--- src/rtl/pow_target_check.sv ---
// Byte-serial check of a streamed hash (MSB first) against a latched difficulty target.
// Optional saturating hit counter is enabled by defining POW_HIT_COUNT_EN.
module pow_target_check #(
   parameter int NUM_BYTES = 32
) (
   input  logic                   clk,
   input  logic                   rst_n,
   input  logic                   start,
   input  logic [8*NUM_BYTES-1:0] target,
   input  logic                   s_valid,
   output logic                   s_ready,
   input  logic [7:0]             s_data,
   output logic                   res_valid,
   input  logic                   res_ready,
   output logic                   res_hit,
   output logic                   res_equal,
   output logic                   busy,
   output logic [15:0]            hit_count
);

   localparam int IDX_W = $clog2(NUM_BYTES);
   localparam logic [IDX_W-1:0] LAST_IDX = IDX_W'(NUM_BYTES - 1);

   typedef enum logic [1:0] {
      IDLE    = 2'd0,
      COMPARE = 2'd1,
      DONE    = 2'd2
   } state_t;

   state_t state, state_next;

   logic [8*NUM_BYTES-1:0] target_q;
   logic [IDX_W-1:0]       idx;
   logic                   decided;
   logic                   lt;
   logic [7:0]             tgt_bytes [NUM_BYTES];
   logic [7:0]             tgt_byte;
   logic                   accept;
   logic                   res_fire;

   // Element 0 holds the most significant target byte so idx walks in stream order.
   for (genvar i = 0; i < NUM_BYTES; i++) begin : g_tgt_bytes
      assign tgt_bytes[i] = target_q[8*(NUM_BYTES-i)-1 -: 8];
   end

   assign tgt_byte = tgt_bytes[idx];
   assign accept   = s_valid && (state == COMPARE);
   assign res_fire = res_ready && (state == DONE);

   always_ff @(posedge clk) begin
      if (!rst_n) state <= IDLE;
      else        state <= state_next;
   end

   always_comb begin
      state_next = state;
      case (state)
         IDLE:    if (start) state_next = COMPARE;
         COMPARE: if (accept && idx == LAST_IDX) state_next = DONE;
         DONE:    if (res_ready) state_next = IDLE;
         default: state_next = IDLE;
      endcase
   end

   always_ff @(posedge clk) begin
      if (!rst_n) begin
         target_q <= '0;
         idx      <= '0;
         decided  <= 1'b0;
         lt       <= 1'b0;
      end else if (state == IDLE && start) begin
         target_q <= target;
         idx      <= '0;
         decided  <= 1'b0;
         lt       <= 1'b0;
      end else if (accept) begin
         if (idx != LAST_IDX) idx <= idx + IDX_W'(1);
         // The first differing byte settles the compare; later bytes only drain.
         if (!decided && s_data != tgt_byte) begin
            decided <= 1'b1;
            lt      <= (s_data < tgt_byte);
         end
      end
   end

   assign s_ready   = (state == COMPARE);
   assign res_valid = (state == DONE);
   assign res_hit   = (state == DONE) && lt;
   assign res_equal = (state == DONE) && !decided;
   assign busy      = (state != IDLE);

`ifdef POW_HIT_COUNT_EN
   logic [15:0] hit_count_q;

   always_ff @(posedge clk) begin
      if (!rst_n)
         hit_count_q <= 16'h0000;
      else if (res_fire && lt && hit_count_q != 16'hFFFF)
         hit_count_q <= hit_count_q + 16'h0001;
   end

   assign hit_count = hit_count_q;
`else
   logic unused_fire;
   assign unused_fire = res_fire;
   assign hit_count   = 16'h0000;
`endif

endmodule

--- config.mk ---
export PLATFORM = sky130hd
export DESIGN_NAME = pow_target_check
export DESIGN_NICKNAME = d
export VERILOG_FILES = /design/src/rtl/pow_target_check.sv
export SDC_FILE = /design/constraint.sdc
export NUM_CORES = 1
export LEC_CHECK = 0
export ABC_CLOCK_PERIOD_IN_PS = 5400
export CAP_MARGIN = 40
export CORE_UTILIZATION = 54
export CTS_BUF_LIST = sky130_fd_sc_hd__clkbuf_8 sky130_fd_sc_hd__clkbuf_16
export CTS_CLUSTER_SIZE = 40
export DETAILED_ROUTE_END_ITERATION = 12
export GPL_ROUTABILITY_DRIVEN = 0
export PLACE_DENSITY = 0.86
export SETUP_SLACK_MARGIN = 0.1
export SLEW_MARGIN = 40
export SYNTH_ARGS = -nofsm -noshare
export SYNTH_HDL_FRONTEND = slang
export SYNTH_SLANG_ARGS = --single-unit
--- constraint.sdc ---
create_clock -name clk -period 5.4 [get_ports clk]
set_input_delay 1.08 -clock clk [delete_from_list [all_inputs] [get_ports clk]]
set_output_delay 1.08 -clock clk [all_outputs]
set_load 0.05 [all_outputs]
==> results.sh <==
export IMPL_status="finished clean"
export IMPL_die_y_um=151
export IMPL_cts_root_buf="clkbuf_16"
export IMPL_clk_latency_ns=0.53
export IMPL_cts_resized=0
export IMPL_cts_setup_buffers=0
export IMPL_ir_worst_vdd_mv=0.181
export IMPL_initialDrtViolationCount=901
export IMPL_finalMaxSlewViolations=0
export IMPL_swShare_pct=23.9
export IMPL_finClkSkew_ns=0.0169
export IMPL_finalCritPeriodShare_pct=64.5
export IMPL_final_cell_mix="nand2_1, clkdlybuf4s50_1, dfxtp_1"
export IMPL_die_w_um=151
export IMPL_layout_drive_gt1_share_pct=6.96
export IMPL_grt_first_pass_wirelength_mm=52.6
export IMPL_rows=54
export IMPL_clockBufferDepth=3
export IMPL_synth_seq_cells=265
export IMPL_critPathLaunchType="register"
export IMPL_cp_required_ns=5.85
export IMPL_grt_max_degree=189
export IMPL_die_area_mm2=0.0229
export IMPL_avgRoutedWirePerCell_um=18.5
export IMPL_dr_pass1_iters=5
export IMPL_crit_fanout=29
export IMPL_max_freq_mhz=287
export IMPL_routed_wl_mm=34.5
export IMPL_synth_top_area_cell="dfxtp_1"
export IMPL_cts_sink_count=265
export IMPL_finalSetupTns_ns=0
export IMPL_first_global_vias=10136
export IMPL_p_total_uw=4650
export IMPL_synthTopCellsByArea="dfxtp_1, nand2_1, a21boi_0"
export IMPL_power_density_mw_per_mm2=297
export IMPL_fillerInstances=1576
export IMPL_p_clk_share_pct=40.6
export IMPL_layout_commonest_cell="nand2_1"
export IMPL_cts_made_buffers=26
export IMPL_p_int_uw=3540
export IMPL_synth_cell_type_count=39
export IMPL_syn_area_mm2=0.0121
export IMPL_yosysSeqAreaShare_pct=44.0
export IMPL_cts_tree="done"
export IMPL_cts_hold_buffers=0
export IMPL_relSlewSlack_pct=49.6
export IMPL_synth_cells=1364
export IMPL_p_sw_uw=1110
export IMPL_ant_nets=0
export IMPL_grt_use_total_pct=29.8
export IMPL_rr_worst_depth=10
export IMPL_worst_pin_slew_ns=0.753
export IMPL_syn_area_per_cell_um2=8.84
export IMPL_h_tree_depth=1
export IMPL_worst_hold_path_type="register to register"
export IMPL_final_hold_violation_count=0
export IMPL_drc=0
export IMPL_via_per_inst=5.64
export IMPL_layout_nets=1842
export IMPL_cp_end_kind="register"
export IMPL_grt_overflow=0
export IMPL_min_period_ns=3.48
export IMPL_max_cap_violations=0
export IMPL_area_delta_synth_final_pct=29.6
export IMPL_start_util_pct=55.1
export IMPL_rsz0062_at_grt="false"
export IMPL_detailed_place_hpwl_mm=24.4
export IMPL_yosysWarnings=0
export IMPL_power_frac_comb_pct=13.5
export IMPL_worstHoldPathCells=2
export IMPL_grt_antenna_before_repair=1
export IMPL_p_leak_uw=0.00560
export IMPL_cts_reportedPaths_clkPinSlew_ns=0.06
export IMPL_critPathKind="register to register"
export IMPL_ios=290
export IMPL_core_mm2=0.0219
export IMPL_crit_arrival_ns=3.94
export IMPL_vias=10497
export IMPL_seq_power_share_pct=46.0
export IMPL_synth_top_cell_area_share_pct=44.0
export IMPL_setup_violations=0
export IMPL_port_buffer_count=273
[through the flow]
step | util, % | worst slack [ns] | hold slack [ns] | std cells | cell area, um^2
final | 71.4 | 1.92 | 0.454 | 1861 | 15600
after global routing | 71.4 | 1.81 | 0.482 | 1861 | 15600
after CTS | 71.2 | 2.01 | 0.453 | 1859 | 15600
after detailed placement | 67.2 | 2.02 | 0.445 | 1814 | 14700
after global placement | 67.0 | 1.61 | 0.442 | 1813 | 14700
after floorplan | - | 2.78 | 0.432 | 1379 | 12100
[layout make-up]
class                      instances  area (um^2)  area share, %
multi-input combinational        982         6170           39.5
sequential                       265         5310           34.0
timing repair buffer             284         2880           18.4
clock buffer                      31          731           4.68
tap                              280          350           2.24
clock inverter                    14          165           1.06
inverter                           4         15.0         0.0961
antenna                            1         2.50         0.0160
[layer usage]
layer	GRT usage [%]	up-vias	wire length [um]
met2	49.0	510	16400
li1	-	4985	-
met3	5.93	89	3290
met5	0	-	0
met4	12.8	0	1300
met1	37.9	4913	13500
[synthesized netlist by cell type (all sizes together)]
| cell type | number |
|---|---|
| nand2 | 519 |
| dfxtp | 265 |
| a21boi | 256 |
| buf | 71 |
| clkbuf | 57 |
| mux4 | 48 |
| mux2i | 35 |
| a21oi | 15 |
| a22oi | 14 |
| ha | 10 |
| nor2 | 8 |
| o221ai | 8 |
| a22o | 7 |
| o22ai | 7 |
| a211oi | 6 |
| nor2b | 6 |
| inv | 4 |
| o21ai | 4 |
| and2 | 3 |
| nand4 | 3 |
| nand2b | 2 |
| nand3 | 2 |
| nand3b | 2 |
| xor2 | 2 |
| a2111oi | 1 |
| a221oi | 1 |
| and3 | 1 |
| and3b | 1 |
| conb | 1 |
| nor3b | 1 |
| o211ai | 1 |
| o311ai | 1 |
| or3 | 1 |
| xnor2 | 1 |
[registers in the layout, indices dropped and copies added (netlist names)]
register	flops
target_q	256
idx	5
lt	1
decided	1
state	2
[worst max-delay path, stage by stage (launching register included)]
cell and delay (ns):
dfxtp_4 0.69, buf_4 0.40, mux4_2 0.55, a22oi_1 0.33, a22o_1 0.21, ha_1 0.28
nand4_1 0.16, o21ai_0 0.13, nand2b_1 0.18, or3_1 0.34, a21oi_1 0.13
[worst paths after layout]
| path | startpoint | endpoint | slack, ns |
|---|---|---|---|
| max | idx[0] | lt | 1.92 |
| min | target_q[165] | target_q[165] | 0.45 |
| max reg2reg | idx[0] | lt | 1.92 |
| min reg2reg | target_q[165] | target_q[165] | 0.45 |
[power groups by stage]
stage                     sequential [uW]  clock (uW)  combinational [uW]
after global placement               2180           0                 597
after global routing                 2150        1990                 674
after floorplan                      2150           0                 343
final                                2140        1890                 626
after detailed placement             2170           0                 615
after CTS                            2130        1900                 621
[kinds of logic (layout without fill, tap and decap cells)]
kind of cell,after synthesis,after routing,share of synthesized area (%)
AOI/OAI and AO/OA,321,321,19.8
buffers and inverters,132,333,5.52
muxes,83,83,11.9
xor gates and xnor gates,3,3,0.218
and+or+nand+nor,549,549,17.6
DFF,265,265,44.0
adders and majority gates,10,10,1.04
other,1,17,0.0311
(Power assumes the default switching activity.)
